File: config.mk
export PLATFORM = sky130hd
export DESIGN_NAME = control_sequencer
export DESIGN_NICKNAME = d
export VERILOG_FILES = /design/src/rtl/ctrl_pkg.sv /design/src/rtl/control_decoder.sv /design/src/rtl/control_sequencer.sv
export SDC_FILE = /design/constraint.sdc
export NUM_CORES = 1
export LEC_CHECK = 0
export ABC_AREA = 1
export CAP_MARGIN = 15
export CELL_PAD_IN_SITES_DETAIL_PLACEMENT = 1
export CELL_PAD_IN_SITES_GLOBAL_PLACEMENT = 2
export CORE_UTILIZATION = 24
export DETAILED_ROUTE_END_ITERATION = 10
export PLACE_DENSITY = 0.77
export SETUP_SLACK_MARGIN = 0.02
export SYNTH_ARGS = -nofsm -noshare
export SYNTH_HDL_FRONTEND = slang
export SYNTH_SLANG_ARGS = --single-unit
File: constraint.sdc
create_clock -name clk -period 1.6 [get_ports clk]
set_clock_uncertainty 0.1 [all_clocks]
set_input_delay 0.16 -clock clk [delete_from_list [all_inputs] [get_ports clk]]
set_output_delay 0.16 -clock clk [all_outputs]
set_load 0.03 [all_outputs]
File: src/rtl/ctrl_pkg.sv
// Shared encodings for the multi-cycle control sequencer:
// opcodes, FSM states, immediate selects and instruction classes.
package ctrl_pkg;

  localparam logic [3:0] OP_ALU_MAX = 4'h5;
  localparam logic [3:0] OP_ADDI    = 4'h6;
  localparam logic [3:0] OP_LOAD    = 4'h7;
  localparam logic [3:0] OP_STORE   = 4'h8;
  localparam logic [3:0] OP_SHIFTI  = 4'h9;
  localparam logic [3:0] OP_LI      = 4'hA;
  localparam logic [3:0] OP_BEQ     = 4'hB;
  localparam logic [3:0] OP_BNE     = 4'hC;
  localparam logic [3:0] OP_JMP     = 4'hD;
  localparam logic [3:0] OP_NOP     = 4'hE;
  localparam logic [3:0] OP_HALT    = 4'hF;

  typedef enum logic [2:0] {
    S_IDLE   = 3'd0,
    S_FETCH  = 3'd1,
    S_DECODE = 3'd2,
    S_EXEC   = 3'd3,
    S_MEM    = 3'd4,
    S_WB     = 3'd5,
    S_HALT   = 3'd6
  } state_e;

  typedef enum logic [1:0] {
    IMM_I  = 2'b00,
    IMM_S  = 2'b01,
    IMM_B  = 2'b10,
    IMM_LI = 2'b11
  } imm_src_e;

  typedef enum logic [2:0] {
    C_ALU,
    C_IMM,
    C_LOAD,
    C_STORE,
    C_BRANCH,
    C_JUMP,
    C_NOP,
    C_HALT
  } op_class_e;

  function automatic logic exec_retires(input op_class_e c);
    return c inside {C_BRANCH, C_JUMP, C_NOP};
  endfunction

endpackage

File: src/rtl/control_decoder.sv
// Combinational decode of the latched opcode into instruction
// class and immediate-operand controls.
module control_decoder
  import ctrl_pkg::*;
(
  input  logic [3:0] ir_op_i,
  output op_class_e  op_class_o,
  output logic       alu_src_o,
  output imm_src_e   imm_src_o
);

  always_comb begin
    op_class_o = C_NOP;
    alu_src_o  = 1'b0;
    imm_src_o  = IMM_I;
    unique case (1'b1)
      (ir_op_i <= OP_ALU_MAX): begin
        op_class_o = C_ALU;
      end
      (ir_op_i == OP_ADDI),
      (ir_op_i == OP_SHIFTI): begin
        op_class_o = C_IMM;
        alu_src_o  = 1'b1;
      end
      (ir_op_i == OP_LI): begin
        op_class_o = C_IMM;
        alu_src_o  = 1'b1;
        imm_src_o  = IMM_LI;
      end
      (ir_op_i == OP_LOAD): begin
        op_class_o = C_LOAD;
        alu_src_o  = 1'b1;
      end
      (ir_op_i == OP_STORE): begin
        op_class_o = C_STORE;
        alu_src_o  = 1'b1;
        imm_src_o  = IMM_S;
      end
      (ir_op_i == OP_BEQ),
      (ir_op_i == OP_BNE): begin
        op_class_o = C_BRANCH;
        imm_src_o  = IMM_B;
      end
      (ir_op_i == OP_JMP): begin
        op_class_o = C_JUMP;
        imm_src_o  = IMM_B;
      end
      (ir_op_i == OP_NOP): begin
        op_class_o = C_NOP;
      end
      (ir_op_i == OP_HALT): begin
        op_class_o = C_HALT;
      end
      default: ;
    endcase
  end

endmodule

File: src/rtl/control_sequencer.sv
// Multi-cycle FETCH/DECODE/EXEC/MEM/WB control FSM with
// run/step host control, sticky halt and retire counter.
module control_sequencer
  import ctrl_pkg::*;
#(
  parameter int COUNT_W = 16,
  parameter int MEM_LAT = 1
) (
  input  logic               clk,
  input  logic               reset,
  input  logic               run,
  input  logic               step,
  input  logic [3:0]         opcode,
  input  logic               branch_taken,
  output logic               ResultSrc,
  output logic               MemRead,
  output logic               MemWrite,
  output logic               ALUSrc,
  output logic [1:0]         ImmSrc,
  output logic               RegWrite,
  output logic               Branch,
  output logic               Jump,
  output logic               PCSrc,
  output logic               pc_en,
  output logic               halted,
  output logic [2:0]         state_out,
  output logic [COUNT_W-1:0] instr_count
);

  localparam int MCW = (MEM_LAT > 1) ? $clog2(MEM_LAT) : 1;
  localparam logic [MCW-1:0] MEM_LAST = MCW'(MEM_LAT - 1);

  state_e             state_q, state_d;
  logic [3:0]         ir_op_q, ir_op_d;
  logic [MCW-1:0]     mem_cnt_q, mem_cnt_d;
  logic [COUNT_W-1:0] count_q, count_d;

  op_class_e op_class;
  logic      alu_src;
  imm_src_e  imm_src;

  logic in_exec, in_mem, in_wb;
  logic mem_last, imm_phase, retire;

  control_decoder u_dec (
    .ir_op_i    (ir_op_q),
    .op_class_o (op_class),
    .alu_src_o  (alu_src),
    .imm_src_o  (imm_src)
  );

  assign in_exec   = (state_q == S_EXEC);
  assign in_mem    = (state_q == S_MEM);
  assign in_wb     = (state_q == S_WB);
  assign mem_last  = (mem_cnt_q == MEM_LAST);
  assign imm_phase = in_exec | in_mem | in_wb;

  // An instruction retires in exactly one of these three places.
  assign retire = (in_exec & exec_retires(op_class))
                | (in_mem & (op_class == C_STORE) & mem_last)
                | in_wb;

  always_comb begin
    state_d   = state_q;
    ir_op_d   = ir_op_q;
    mem_cnt_d = mem_cnt_q;
    count_d   = count_q;
    unique case (state_q)
      S_IDLE: begin
        if (run || step) state_d = S_FETCH;
      end
      S_FETCH: begin
        ir_op_d = opcode;
        state_d = S_DECODE;
      end
      S_DECODE: begin
        state_d = (op_class == C_HALT) ? S_HALT : S_EXEC;
      end
      S_EXEC: begin
        unique case (op_class)
          C_LOAD, C_STORE: begin
            state_d   = S_MEM;
            mem_cnt_d = '0;
          end
          C_ALU, C_IMM: state_d = S_WB;
          default: ;
        endcase
      end
      S_MEM: begin
        if (!mem_last) begin
          mem_cnt_d = mem_cnt_q + MCW'(1);
        end else if (op_class == C_LOAD) begin
          state_d = S_WB;
        end
      end
      S_WB, S_HALT: ;
      default: state_d = S_IDLE;
    endcase
    if (retire) begin
      count_d = count_q + COUNT_W'(1);
      state_d = run ? S_FETCH : S_IDLE;
    end
  end

  always_ff @(posedge clk or posedge reset) begin
    if (reset) begin
      state_q   <= S_IDLE;
      ir_op_q   <= OP_NOP;
      mem_cnt_q <= '0;
      count_q   <= '0;
    end else begin
      state_q   <= state_d;
      ir_op_q   <= ir_op_d;
      mem_cnt_q <= mem_cnt_d;
      count_q   <= count_d;
    end
  end

  // Moore decode from the registered state; reset clears it at once.
  assign MemRead   = in_mem & (op_class == C_LOAD);
  assign MemWrite  = in_mem & (op_class == C_STORE);
  assign RegWrite  = in_wb;
  assign ResultSrc = in_wb & (op_class == C_LOAD);
  assign ALUSrc    = imm_phase & alu_src;
  assign ImmSrc    = imm_phase ? imm_src : IMM_I;
  assign Branch    = in_exec & (op_class == C_BRANCH);
  assign Jump      = in_exec & (op_class == C_JUMP);
  assign PCSrc     = Jump | (Branch & branch_taken);
  assign pc_en     = retire;
  assign halted    = (state_q == S_HALT);
  assign state_out = state_q;
  assign instr_count = count_q;

endmodule

Yosys cells after proc, flatten, opt, wreduce, memory -nomap -nowiden
Cells that the tools add are included.

operators by class
  bitwise logic cells = 15
  add/subtract/negate cells = 2
  eq/ne operators = 28
  shift operators = 0
  divide/modulo/power cells = 0
  magnitude comparators = 1
  reductions and logical operators = 14
  multipliers = 0
  mux-type cells = 15

operator list
  kind                                                             number
  == test 4 bit (second input constant)                            7
  == test 3 bit (second input constant)                            7
  case mux 3 bit (7 select lines)                                  1
  case mux 3 bit (6 select lines)                                  1
  adder 16 x 1 -> 16 bit (second input constant)                   1
  2-to-1 mux 3 bit                                                 5
  == test 3 x 2 -> 1 bit (second input constant)                   4
  bitwise AND 1 bit                                                9
  == test 4 x 3 -> 1 bit (second input constant)                   2
  OR reduction 2 bit                                               4
  == test 3 x 1 -> 1 bit (second input constant)                   2
  logical NOT 3 bit                                                2
  != test 3 bit (second input constant)                            2
  case mux 2 bit (3 select lines)                                  1
  case mux 3 bit (2 select lines)                                  1
  OR reduction 3 bit                                               2
  OR 1 bit                                                         5
  AND reduction 5 bit                                              1
  OR reduction 5 bit                                               1
  less-or-equal comparator 4 x 3 -> 1 bit (second input constant)  1
  2-to-1 mux 1 bit                                                 4
  != test 4 x 2 -> 1 bit (second input constant)                   1
  != test 3 x 2 -> 1 bit (second input constant)                   1
  nonzero test 3 bit                                               1
  other kinds (9)                                                  9

storage, ports and cells
  memory bits (writable) = 0
  register bits = 24
  memories kept = 0
  latch bits = 0
  output and inout port bits = 31
  bits in read-only memories = 0

Logic depth before layout (Yosys ltp)
  depth in word-level cells = 10
  depth in mapped cells = 11

Modules after synthesis
From an unflattened synthesis, not the netlist that was laid out.

second synthesis, totals
  cell total of the unflattened synthesis = 213
  area total of the unflattened synthesis = 1,539.0 um^2

by module, submodules not included
  module             seq. area each (um^2)  instances  area each (um^2)  cells each
  control_sequencer  579.3                  1          1,438.9           190
  control_decoder    0.0                    1          100.1             23

Least setup slack after synthesis
OpenSTA, ideal clock, no wires.

  path type = flip-flop to output port
  start = register state_q[2], in the netlist state_out[2]
  end = output PCSrc
  stages on the path, launching flop included = 6
  required time = 1.340 ns
  path slack = -0.826 ns
  arrival time = 2.166 ns
  buffers on the path = 0
  path through = dfrtp_1 inv_2 nand3_1 a211oi_1 nand2_1 o21ai_0

on the way
  longest elaborated chain between the ends = 4
  elaborated cells on any way between the ends = 5

RTL lines
  what                    line                      source
  from (decl)             control_sequencer.sv:33   state_e state_q, state_d;
  from (signal assigned)  control_sequencer.sv:112  state_q <= state_d;
  == test 3 x 2 -> 1 bit  control_sequencer.sv:52   assign in_exec = (state_q == S_EXEC);
  bitwise AND 1 bit       control_sequencer.sv:126  assign Branch = in_exec & (op_class == C_BRANCH);
  via Branch              control_sequencer.sv:21   output logic Branch,
  bitwise AND 1 bit       control_sequencer.sv:128  assign PCSrc = Jump | (Branch & branch_taken);
  OR 1 bit                control_sequencer.sv:128
  to (decl)               control_sequencer.sv:23   output logic PCSrc,

The timed path passes the listed nets, and every way through them passes these cells.

Worst setup path in the final report
  start = register ir_op_q[1]
  end = output PCSrc

on the way
  longest elaborated chain between the ends = 7
  elaborated cells on any way between the ends = 19

RTL lines
  what                                                                                             line                      source
  from (decl)                                                                                      control_sequencer.sv:34   logic [3:0] ir_op_q, ir_op_d;
  from (signal assigned)                                                                           control_sequencer.sv:113  ir_op_q <= ir_op_d;
  parallel branches: the longest is 2 deep, another holds less-or-equal comparator 4 x 3 -> 1 bit  --
  case mux 3 bit (7 select lines) *                                                                control_decoder.sv:16     unique case (1'b1)
  == test 3 bit                                                                                    control_sequencer.sv:126
  bitwise AND 1 bit                                                                                control_sequencer.sv:126
  bitwise AND 1 bit                                                                                control_sequencer.sv:128
  OR 1 bit *                                                                                       control_sequencer.sv:128

Every way passes the cells marked *.

==> results_dict.tcl <==
set metrics [dict create \
    status "finished with violations" \
    violations "negative setup slack" \
    drtPass1Iterations 4 \
    r2r_cells 13 \
    clock-root-buffer "clkbuf_8" \
    worst-path-max-fanout 4 \
    min_period_ns 1.810 \
    yosys.area_share.simple 0.3740 \
    yosysWarnings 0 \
    first_iter_violations 84 \
    antenna_cells 0 \
    switchingPower_uw 2031 \
    crit_chain "nand2_2, nand2_4, nand2_4, a211oi_4, nand2_2, o21ai_4, buf_6" \
    worst_slack_ns -0.2100 \
    gp_congestion 0.8271 \
    avgViaCountPerCell 4.524 \
    synth_xor_area_frac 0.07143 \
    wl_um 5193 \
    rrSetupSlack_ns -0.14 \
    drt-wirelength-per-cell_um 13.96 \
    dp_slack_ns -0.03204 \
    clk_latency_ns 0.26 \
    synth_fa_ha_area_frac 0.008026 \
    synthTopCellsByCount "nand2_1, inv_1, nor2_1, dfrtp_1, nand3_1" \
    cts_buffer_depth 2 \
    yosysTopAreaCell "dfrtp_1" \
    fin_crit_sh 1.131 \
    avgSynthCellArea_um2 7.424 \
    peakVddDrop_mv 0.8306 \
    syn_area_um2 1559 \
    io_buffers 39 \
    area_delta_synth_final_pct 73.84 \
    clockPowerShare 0.082 \
    setup_viol_count_final 29 \
    path_buf_inv 1 \
    synth_top_family_by_area "simple AND/OR/NAND/NOR gates" \
    synth_cell_types 30 \
    tightest_slew_ns 0.5448 \
    grt_antenna_before_repair 0 \
    crit_required_ns 1.34 \
    synth.area.mux_share 0 \
    p_seq_frac 0.213 \
    grt_setup_unrepaired "yes" \
    endpoint_kind "output pin" \
    synth.area.top_cells "dfrtp_1, nand2_1, inv_1, nor2_1, dfstp_2" \
    stdcell_count 372 \
    p_leak_uw 0.001408 \
    num_rows 28 \
    fin_hold_ws_ns 0.1363 \
    synth_cells 210 \
    stdcell_area_um2 2710 \
    synth_top_area_share 0.3210 \
    clock_tree.htree_level_count 1 \
    overflow 0 \
    cp.arrival_ns 1.55 \
    cts_buffers 3 \
    fmax_mhz 552.5 \
    cts.sinks 23 \
    async_flop_share 1.000 \
    synth_nets 220 \
    grt_max_degree 24 \
    cts_tree "yes" \
    vias 1683 \
    grt_first_pass_wirelength_um 8155 \
    crit_slowest_cell "dfstp_2" \
    die_h_um 82.60 \
    die_area_um2 6822 \
    hold_viol 0 \
    grt_pass1_vias 1696 \
    powerDensity_nw_per_um2 1618 \
    core-area_um2 6096 \
    boundaryPins 40 \
    yosys.cell_count.top_type "nand2_1" \
    synth_flop_cell "dfrtp_1" \
    dpl.cell_count 347 \
    synth-compound-area-share 0.07865 \
    slew_violations 0 \
    slew_headroom 0.6335 \
    dpl_cell_area_um2 2250 \
    synth_seq_cells 23 \
    hpwl_um 3703 \
    die_w_um 82.60 \
    slowest_delay_ns 0.57 \
    cts.clk_slew.worst_paths_ns 0.08 \
    nets 308 \
    switching_share 0.4633 \
    rr_startpoint "ir_op_q[0]$_DFFE_PP0N_" \
    start_util 0.2557 \
    critPathKind "reg -> out" \
    drc 0 \
    postRouteAntennaNets 0 \
    cp_top_family "flip-flops" \
    cts_hold_buf 0 \
    rr_endpoint "state_out[0]$_DFFE_PP0P_" \
    comb_power_share 0.705 \
    hp-class "in -> async" \
    layout-drive-gt1-share 0.4276 \
    synth_edf_count 0 \
    gr-usage-all-layers 0.1579 \
    max_cap_viol_count 0 \
    ys_seq_area_frac 0.3716 \
    p_int_uw 2353 \
    startpoint_type "register" \
]
-- metal layers --
layer | wire length (um) | share of wire | GRT usage | vias to the layer above
li1 | - | - | - | 851
met4 | 0 | 0 | 0.01897 | 0
met5 | 0 | 0 | 0 | -
met3 | 123 | 0.024 | 0.01758 | 0
met2 | 2630 | 0.51 | 0.2686 | 25
met1 | 2439 | 0.47 | 0.2203 | 807
-- cells in the final DEF, fill, tap and decap left out, types with 2 or more instances in the layout --
master,synthesis,layout
buf_12,0,3
xor2_1,8,8
dlygate4sd2_1,0,18
nand3_1,12,9
dfrtp_1,20,13
o21ai_0,6,2
o21ai_2,0,3
nand2_2,3,6
dfrtp_2,0,7
nand2_4,4,11
inv_1,26,20
clkbuf_8,0,3
nor3_2,0,2
buf_4,0,38
buf_6,2,14
nor3_4,0,2
nand3_4,1,3
a21oi_1,5,5
nand4_1,9,9
dfstp_2,3,3
nor2_4,2,3
nor2_2,2,5
buf_8,1,3
clkdlybuf4s50_1,0,8
nor2_1,25,21
o21ai_1,6,6
inv_2,4,7
xnor2_2,2,3
nand2_1,52,42
nor3_1,7,3
-- registers in the layout (all words and copies together) (netlist names) --
register     flops
state_out        3
ir_op_q          4
instr_count     16
-- power by group through the flow --
stage                     Combinational [uW]  Sequential (uW)  Clock, uW
after floorplan                         1150             1110          0
final                                   3090              934        361
after global placement                  2150              945          0
after detailed placement                2180              954          0
after global routing                    3340              957        405
after CTS                               2760              938        378
-- repair_timing --
| action | 4_1_cts | 5_1_grt |
|---|---|---|
| gates cloned | 1 | 0 |
| pin swaps | 8 | 13 |
| endpoints found under the hold margin | 0 | 0 |
| resized for setup | 63 | 28 |
| endpoints found under the setup margin | 36 | 33 |
| buffers inserted | 11 | 9 |
-- worst reg2reg max path, stage by stage, from the launching register on --
cell and delay [ns]:
dfrtp_1 0.40, buf_4 0.14, nand2_2 0.09, nand2_4 0.07, buf_12 0.13, buf_4 0.12
buf_4 0.13, a21oi_1 0.15, nand2_1 0.07, nand3_1 0.07, nand2_1 0.05, nand2_1 0.05
nand2_1 0.04, nand2_1 0.05
-- logic make-up (layout without fill, tap and decap cells) --
| kind of cell | count (synthesis) | after routing |
|---|---|---|
| and+or+nand+nor | 120 | 120 |
| buffers and inverters | 33 | 120 |
| DFF | 23 | 23 |
| AOI/OAI and AO/OA | 22 | 22 |
| xor gates and xnor gates | 11 | 11 |
| adders and majority gates | 1 | 1 |
-- cell type report --
type,instances,area [um^2]
flip-flops and latches,23,588.1
clock buffers,4,45.04
well taps,75,93.84
fillers,745,3386
multi-input cells,154,1030
inverters,30,127.6
repair buffers,86,825.8
-- how the worst max path moves through the flow --
stage | to | from | cells after the start
floorplan | PCSrc | ir_op_q[1]$_DFFE_PP1N_ | 6
global placement | PCSrc | ir_op_q[0]$_DFFE_PP0N_ | 7
detailed placement | PCSrc | ir_op_q[1]$_DFFE_PP1N_ | 7
CTS | PCSrc | ir_op_q[0]$_DFFE_PP0N_ | 7
global route | PCSrc | ir_op_q[1]$_DFFE_PP1N_ | 7
finish | PCSrc | ir_op_q[1]$_DFFE_PP1N_ | 7
-- metrics by stage --
stage,setup TNS (ns),total power [uW],util
floorplan,-0.2830,2260,-
global placement,0,3093,0.3690
detailed placement,-0.04728,3136,0.3690
CTS,-2.435,4073,0.4171
global route,-4.195,4705,0.4446
finish,-2.448,4385,0.4446
Note: power is estimated with default switching activity, not from simulation.
